==> config.mk <==
export PLATFORM = sky130hd
export DESIGN_NAME = fetch
export DESIGN_NICKNAME = d
export VERILOG_FILES = /design/src/rtl/pipeline_pkg.sv /design/src/rtl/fetch_hold_buffer.sv /design/src/rtl/fetch.sv
export SDC_FILE = /design/constraint.sdc
export NUM_CORES = 1
export LEC_CHECK = 0
export CORE_UTILIZATION = 57
export DETAILED_ROUTE_END_ITERATION = 8
export PLACE_DENSITY = 0.85
export SKIP_CTS_REPAIR_TIMING = 1
export SLEW_MARGIN = 20
export SYNTH_ARGS = -nofsm -noshare
export SYNTH_HDL_FRONTEND = slang
export SYNTH_SLANG_ARGS = --single-unit
==> constraint.sdc <==
create_clock -name clk -period 9.9 [get_ports clk]
set_input_delay 0.99 -clock clk [delete_from_list [all_inputs] [get_ports clk]]
set_output_delay 0.99 -clock clk [all_outputs]
set_load 0.02 [all_outputs]
==> src/rtl/pipeline_pkg.sv <==
// rtl/pipeline_pkg.sv - shared pipeline types: exception causes, fetch state encoding, reset vector
package pipeline_pkg;

  localparam logic [31:0] RESET_VECTOR_DEFAULT = 32'h0000_0000;

  localparam logic [3:0] ECAUSE_MISALIGNED = 4'd0;
  localparam logic [3:0] ECAUSE_ILLEGAL    = 4'd2;
  localparam logic [3:0] ECAUSE_EBREAK     = 4'd3;
  localparam logic [3:0] ECAUSE_ECALL      = 4'd11;

  typedef enum logic [1:0] {
    FETCH_REQ   = 2'd0,
    FETCH_WAIT  = 2'd1,
    FETCH_HOLD  = 2'd2,
    FETCH_FAULT = 2'd3
  } fetch_state_e;

  function automatic logic [31:0] pc_plus4(input logic [31:0] pc);
    return pc + 32'd4;
  endfunction

endpackage

==> src/rtl/fetch_hold_buffer.sv <==
// rtl/fetch_hold_buffer.sv - one-entry {pc, data} buffer for a response that arrives while decode is stalled
module fetch_hold_buffer (
  input  logic        clk,
  input  logic        reset_n,
  input  logic        load,
  input  logic [31:0] load_pc,
  input  logic [31:0] load_data,
  input  logic        drain,
  input  logic        flush,
  output logic        valid,
  output logic [31:0] pc,
  output logic [31:0] data
);

  logic        valid_q, valid_d;
  logic [31:0] pc_q, pc_d;
  logic [31:0] data_q, data_d;

  always_comb begin
    valid_d = valid_q;
    pc_d    = pc_q;
    data_d  = data_q;
    if (flush || drain) begin
      valid_d = 1'b0;
    end else if (load) begin
      valid_d = 1'b1;
      pc_d    = load_pc;
      data_d  = load_data;
    end
  end

  always_ff @(posedge clk) begin
    if (!reset_n) begin
      valid_q <= 1'b0;
      pc_q    <= '0;
      data_q  <= '0;
    end else begin
      valid_q <= valid_d;
      pc_q    <= pc_d;
      data_q  <= data_d;
    end
  end

  assign valid = valid_q;
  assign pc    = pc_q;
  assign data  = data_q;

endmodule

==> src/rtl/fetch.sv <==
// rtl/fetch.sv - instruction fetch stage: PC, single-outstanding imem requests, fetch->decode register
// FETCH_MISALIGN_CHECK_EN: misaligned redirect target raises a fetch exception instead of being cleared.
module fetch
  import pipeline_pkg::*;
#(
  parameter logic [31:0] RESET_VECTOR = RESET_VECTOR_DEFAULT
) (
  input  logic        clk,
  input  logic        reset_n,
  output logic        imem_req_valid,
  input  logic        imem_req_ready,
  output logic [31:0] imem_addr,
  input  logic        imem_rsp_valid,
  input  logic [31:0] imem_rsp_data,
  input  logic        stall,
  input  logic        invalidate,
  input  logic        redirect_valid,
  input  logic [31:0] redirect_target,
  output logic [31:0] pc_out,
  output logic [31:0] next_pc_out,
  output logic [31:0] instruction_out,
  output logic        valid_out,
  output logic        exception_out,
  output logic [3:0]  ecause_out
);

  fetch_state_e state_q, state_d;
  logic [31:0]  pc_q, pc_d;
  logic         discard_q, discard_d;
  logic [31:0]  pc_out_q, pc_out_d;
  logic [31:0]  next_pc_out_q, next_pc_out_d;
  logic [31:0]  instr_q, instr_d;
  logic         valid_q, valid_d;

  logic         req_valid, accept, outstanding, present;
  logic [31:0]  req_addr, target, pres_pc, pres_data;
  logic         hb_load, hb_drain, hb_flush, hb_valid;
  logic [31:0]  hb_pc, hb_data;

`ifdef FETCH_MISALIGN_CHECK_EN
  logic         fault_pend_q, fault_pend_d;
  logic         exc_q, exc_d, pres_exc;
  logic [3:0]   ecause_q, ecause_d;
  logic         misaligned;

  assign target     = redirect_target;
  assign misaligned = |redirect_target[1:0];
`else
  assign target = redirect_target & ~32'h3;
`endif

  // Back-to-back issue only when the arriving word is actually handed to decode.
  always_comb begin
    req_valid = 1'b0;
    req_addr  = pc_q;
    if (state_q == FETCH_REQ) begin
      req_valid = !discard_q;
    end else if (state_q == FETCH_WAIT && imem_rsp_valid && !discard_q && !stall &&
                 !invalidate && !redirect_valid) begin
      req_valid = 1'b1;
      req_addr  = pc_plus4(pc_q);
    end
  end

  assign accept      = req_valid && imem_req_ready;
  assign outstanding = accept || ((state_q == FETCH_WAIT || discard_q) && !imem_rsp_valid);

  always_comb begin
    state_d       = state_q;
    pc_d          = pc_q;
    discard_d     = discard_q;
    pc_out_d      = pc_out_q;
    next_pc_out_d = next_pc_out_q;
    instr_d       = instr_q;
    valid_d       = valid_q;
    hb_load       = 1'b0;
    hb_drain      = 1'b0;
    hb_flush      = 1'b0;
    present       = 1'b0;
    pres_pc       = pc_q;
    pres_data     = imem_rsp_data;
`ifdef FETCH_MISALIGN_CHECK_EN
    fault_pend_d  = fault_pend_q;
    exc_d         = exc_q;
    ecause_d      = ecause_q;
    pres_exc      = 1'b0;
`endif

    if (redirect_valid) begin
      pc_d      = target;
      hb_flush  = 1'b1;
      discard_d = outstanding;
      state_d   = outstanding ? FETCH_WAIT : FETCH_REQ;
`ifdef FETCH_MISALIGN_CHECK_EN
      fault_pend_d = misaligned;
      if (misaligned) begin
        state_d = FETCH_FAULT;
      end
`endif
    end else begin
      if (imem_rsp_valid && discard_q) begin
        discard_d = 1'b0;
      end
      case (state_q)
        FETCH_REQ: begin
          if (accept) begin
            state_d = FETCH_WAIT;
          end
        end
        FETCH_WAIT: begin
          if (imem_rsp_valid) begin
            if (discard_q) begin
              state_d = FETCH_REQ;
            end else if (stall) begin
              hb_load = 1'b1;
              state_d = FETCH_HOLD;
            end else if (invalidate) begin
              state_d = FETCH_REQ;
            end else begin
              present = 1'b1;
              pc_d    = pc_plus4(pc_q);
              state_d = accept ? FETCH_WAIT : FETCH_REQ;
            end
          end
        end
        FETCH_HOLD: begin
          if (!stall) begin
            hb_drain = 1'b1;
            state_d  = FETCH_REQ;
            if (!invalidate && hb_valid) begin
              present   = 1'b1;
              pres_pc   = hb_pc;
              pres_data = hb_data;
              pc_d      = pc_plus4(hb_pc);
            end
          end
        end
`ifdef FETCH_MISALIGN_CHECK_EN
        FETCH_FAULT: begin
          if (fault_pend_q && !stall && !invalidate) begin
            present      = 1'b1;
            pres_exc     = 1'b1;
            pres_data    = '0;
            fault_pend_d = 1'b0;
          end
        end
`endif
        default: state_d = FETCH_REQ;
      endcase
    end

    // Decode-facing register only moves on a non-stalled edge.
    if (!stall) begin
      valid_d = present;
      if (present) begin
        pc_out_d      = pres_pc;
        next_pc_out_d = pc_plus4(pres_pc);
        instr_d       = pres_data;
      end
`ifdef FETCH_MISALIGN_CHECK_EN
      exc_d = present && pres_exc;
      if (present && pres_exc) begin
        ecause_d = ECAUSE_MISALIGNED;
      end
`endif
    end
  end

  always_ff @(posedge clk) begin
    if (!reset_n) begin
      state_q       <= FETCH_REQ;
      pc_q          <= RESET_VECTOR;
      discard_q     <= outstanding;
      pc_out_q      <= '0;
      next_pc_out_q <= '0;
      instr_q       <= '0;
      valid_q       <= 1'b0;
`ifdef FETCH_MISALIGN_CHECK_EN
      fault_pend_q  <= 1'b0;
      exc_q         <= 1'b0;
      ecause_q      <= '0;
`endif
    end else begin
      state_q       <= state_d;
      pc_q          <= pc_d;
      discard_q     <= discard_d;
      pc_out_q      <= pc_out_d;
      next_pc_out_q <= next_pc_out_d;
      instr_q       <= instr_d;
      valid_q       <= valid_d;
`ifdef FETCH_MISALIGN_CHECK_EN
      fault_pend_q  <= fault_pend_d;
      exc_q         <= exc_d;
      ecause_q      <= ecause_d;
`endif
    end
  end

  fetch_hold_buffer u_hold (
    .clk       (clk),
    .reset_n   (reset_n),
    .load      (hb_load),
    .load_pc   (pc_q),
    .load_data (imem_rsp_data),
    .drain     (hb_drain),
    .flush     (hb_flush),
    .valid     (hb_valid),
    .pc        (hb_pc),
    .data      (hb_data)
  );

  assign imem_req_valid  = req_valid;
  assign imem_addr       = req_addr;
  assign pc_out          = pc_out_q;
  assign next_pc_out     = next_pc_out_q;
  assign instruction_out = instr_q;
  assign valid_out       = valid_q;
`ifdef FETCH_MISALIGN_CHECK_EN
  assign exception_out   = exc_q;
  assign ecause_out      = ecause_q;
`else
  assign exception_out   = 1'b0;
  assign ecause_out      = 4'd0;
`endif

endmodule

* Yosys cells after proc, flatten, opt, wreduce, memory -nomap -nowiden
Cells that the tools add are included. W data, S select, Z words.
Storage, ports and cells: flip-flop bits (word level) 197, output and inout bits 135, word-level logic and storage cells 109
Cells by class: add/subtract/negate cells 3, equality and inequality tests 16, multiplexer cells 49, bitwise logic cells 3, reductions and logical operators 27
Operators by type and width (number):
- $mux W32 | 16
- $add A32 B3 Y32 const B | 3
- $pmux W32 S2 | 1
- $mux W1 | 24
- $ne A3 B3 Y1 const B | 7
- $reduce_and A7 Y1 | 2
- $mux W2 | 6
- $ne A2 B2 Y1 const B | 6
- $logic_and A1 B1 Y1 | 9
- $pmux W2 S3 | 1
- $logic_not A1 Y1 | 5
- $reduce_and A2 Y1 | 2
- $reduce_or A2 Y1 | 2
- $logic_or A1 B1 Y1 | 3
- $ne A3 B1 Y1 const B | 1
- $not A1 Y1 | 3
- $reduce_and A3 Y1 | 1
- $reduce_bool A3 Y1 | 1
- $eq A2 B1 Y1 const B | 1
- $eq A2 B2 Y1 const B | 1
- $logic_not A2 Y1 | 1
- $pmux W1 S2 | 1
- $reduce_bool A2 Y1 | 1

* Depth between registers and ports, before layout
depth after elaboration 16, mapped depth 18, depth with buffers taken out 13

* Modules after synthesis
From an unflattened synthesis, not the netlist that was laid out.
Second synthesis, totals: cells, all modules 1399, area, all modules 11305.8 sq um
By module, submodules not included:
- fetch | times used 1, cells an instance 1118, area an instance 8658.3 sq um, sequential area each 2612.5 sq um
- fetch_hold_buffer | times used 1, cells an instance 281, area an instance 2647.5 sq um, sequential area each 1301.2 sq um

* Worst setup path after synthesis
Ideal clock, no wire load.
path kind input -> register, from in invalidate, to reg next_pc_out_q[26] (netlist: next_pc_out[26]), library setup time 122 ps, arrival time 3966 ps, required time 9778 ps, slack 5812 ps, stages 15, path buffers 4, path through nand4bb_2 nor2_1 buf_2 buf_2 buf_2 nand2_1 nand2_1 ha_1 clkbuf_1 nand4_1 nor3_1 or4b_1 a21oi_1 nor4_1 nand3b_1
Between the ends: cells in the longest elaborated chain, start to end 7
Ends and longest elaborated chain:
- start: declaration | line fetch.sv:16 | input logic invalidate,
- $logic_not A1 Y1 | line fetch.sv:130 | if (!invalidate && hb_valid) begin
- $logic_and A1 B1 Y1 | line fetch.sv:130
- $mux W32 | line fetch.sv:130
- $mux W32 | line fetch.sv:127 | if (!stall) begin
- $mux W32 | line fetch.sv:104 | case (state_q)
- $mux W32 | line fetch.sv:89 | if (redirect_valid) begin
- named net pres_pc[2] | line fetch.sv:36 | logic [31:0] req_addr, target, pres_pc, pres_data;
- $add A32 B3 Y32 | line pipeline_pkg.sv:19 | return pc + 32'd4;
- end signal: assignment | line fetch.sv:188 | next_pc_out_q <= next_pc_out_d;
- end: declaration | line fetch.sv:31 | logic [31:0] next_pc_out_q, next_pc_out_d;
The timed path passes the listed nets, and every way through them passes these cells. A chain may end at the register's enable or synchronous reset.

* Worst setup path in the final report
from in redirect_valid, to reg next_pc_out_q[24] (netlist: next_pc_out[24])
Between the ends: cells in the longest elaborated chain, start to end 2
Ends and longest elaborated chain:
- start: declaration | line fetch.sv:17 | input logic redirect_valid,
- $mux W32 | line fetch.sv:89
- named net pres_pc[2] | line fetch.sv:36
- $add A32 B3 Y32 | line pipeline_pkg.sv:19
The timed path passes the listed nets, and every way through them passes these cells.

==> reports/metrics.yaml <==
route:
  met1_length_um: 13900
  wl_met2_um: 15800
  drc: 0
  viasPerCell: 6.31
  drt_iter0_markers: 1263
  first_pass_iters: 6
  vias: 11300
  met3_length_um: 3130
  antenna_left: 0
  wire_per_inst_um: 19.2
  topRoutingLayerUsed: "met4"
  wl_um: 34300
floorplanning:
  die_area_um2: 19500
  row_count: 49
  coreArea_um2: 18300
  ios: 206
  die_width_um: 140
  start_util: 0.591
  die_h_um: 140
outcome:
  status: "finished clean"
synth:
  netlist_top_cells_area: "dfxtp_1 36%, nand2_1 11%, a21oi_1 5.8%"
  postSynthRegisterBits: 195
  synth_seq_area_share: 0.363
  yosysTopAreaCellShare: 0.360
  synth_area_um2: 10800
  synthTopCellsByCount: "324 x nand2_1, 194 x dfxtp_1, 125 x a21oi_1"
  synth_cell_types: 67
  yosys.cell_count.top_type: "nand2_1"
  async_flop_share: 0
  synth_edf_count: 1
  yosysWarnings: 0
  synth_ff_type: "dfxtp_1"
  yosys.area.top_type: "dfxtp_1"
  syn_avg_cell_area_um2: 7.42
  synthCells: 1454
worst_setup_path:
  path_class: "primary input to flop"
  critPathMaxStageDelay_ns: 0.53
  worstPathMaxFanout: 47
  path_cells: "clkdlybuf4s50_1 -> buf_4 -> nor4bb_4 -> buf_4 -> nand2_1 -> buf_4 -> nand2_1 -> nand2_1 -> ha_1 -> nand4_1 -> nor3_1 -> a32oi_1 -> or3_1 -> nand3_1 -> a21oi_1"
  required_ns: 10.20
  startpoint_type: "primary input"
  endpoint_kind: "flop"
  cp_data_arrival_time_ns: 5.66
  slowest_stage: "nand2_1"
timing:
  rsz0062_at_grt: "false"
  min_period_ns: 5.36
  finalMaxSlewViolations: 0
  max_slew_margin: 0.305
  tightestPinTransition_ns: 1.04
  setup_tns_ns: 0
  fin_crit_sh: 0.541
  whs_ns: 0.453
  fin_skew_ns: 0.0136
  setup_viol: 0
  max_freq_ghz: 0.187
  hold_violations: 0
clock_network:
  path_clk_slew_ns: 0.08
  cts_root_buffer: "clkbuf_16"
  insertion_delay_ns: 0.45
  htreeDepth: 4
  cts_tree: "yes"
  clk_path_buf_depth: 2
  cts-buffers-inserted: 17
  cts.sinks: 195
global_route:
  antenna_found_initial: 0
  grt_pass1_wl_um: 54600
  overflow: 0
  grt_max_degree: 110
  grt_pass1_vias: 10400
  grt_util_all_layers: 0.350
hold_path:
  hold_class: "flop to flop"
job:
  max-cap-violations: 0
final_layout:
  finalNonFillerCells: 1783
  antenna_cells: 0
  syn2layout_area_growth_pct: 22.1
  final_nets: 1618
  drive_gt1_frac: 0.0483
  fin_area_um2: 13200
power_and_ir_drop:
  p_leak_nw: 4.31
  p_total_mw: 1.74
  powerDensity_nw_per_um2: 132
  ir_worst_vdd_mv: 0.130
placement:
  placement.io_buffers: 198
  place_area_um2: 12600
  dp_hpwl_um: 23000
  gp_congestion: 0.941
  place_inst: 1751
==> final timing paths <==
| kind | cells after the start | to | slack [ns] | from |
|---|---|---|---|---|
| max | 15 | next_pc_out[24] | 4.54 | redirect_valid |
| min | 2 | next_pc_out[15] | 0.45 | next_pc_out[15] |
| max reg2reg | 16 | next_pc_out[24] | 5.02 | state_q[0] |
| min reg2reg | 2 | next_pc_out[15] | 0.45 | next_pc_out[15] |
==> through the flow <==
| stage | util | worst slack, ns |
|---|---|---|
| final | 0.721 | 4.54 |
| after detailed placement | 0.688 | 4.27 |
| after CTS | 0.721 | 4.72 |
| after floorplan | - | 5.81 |
| after global placement | 0.688 | 4.31 |
| after global routing | 0.721 | 4.36 |
==> layer usage <==
layer	global-route usage	up-vias
met5	0	-
met4	0.153	0
met3	0.0564	121
met2	0.566	657
met1	0.462	5206
li1	-	5266
==> power by group <==
part / switching [mW] / internal [mW]
Combinational: 0.114 / 0.0864
Clock: 0.362 / 0.344
Sequential: 0.0348 / 0.799
==> cells by family after synthesis <==
family	after synthesis	share of synthesized area
simple gates	646	0.273
compound gates	325	0.196
flops	195	0.363
buf+inv	173	0.0704
xor+xnor	83	0.0673
mux	25	0.0239
fa+ha+maj	6	0.00695
other cells	1	0.000347
==> flip-flops by register name, summed over array words and instances (netlist names), named ones only <==
register	count
instruction_out	32
u_hold.pc	32
pc_out	32
next_pc_out	30
pc_q	30
u_hold.valid	1
valid_out	1
state_q	2
discard_q	1
u_hold.data	32
==> critical path, delay by kind of cell <==
kind / cells / cell delay [ns]
AND/OR/NAND/NOR: 8 / 2.08
AO/OA/AOI/OAI: 2 / 0.48
buffers and inverters: 4 / 1.58
adder cells (fa/ha/maj): 1 / 0.49
==> cell usage in the layout (no fill, tap or decap), types with 27 or more instances in the layout <==
| cell type | count |
|---|---|
| nand3_1 | 48 |
| nand4_1 | 31 |
| nor2_1 | 122 |
| xor2_1 | 36 |
| xnor2_1 | 47 |
| nor3_1 | 27 |
| o21ai_0 | 47 |
| dfxtp_1 | 194 |
| clkdlybuf4s50_1 | 198 |
| a311oi_1 | 39 |
| a21oi_1 | 125 |
| nand2_1 | 324 |
==> layout make-up <==
class                      instances  area [um^2]
clock inverter                    15          178
tap                              229          287
fill                            1464         5090
multi-input combinational       1090         6180
timing repair buffer             215         2110
sequential                       195         3910
inverter                          22         85.1
clock buffer                      17          425
(Power assumes the default switching activity.)
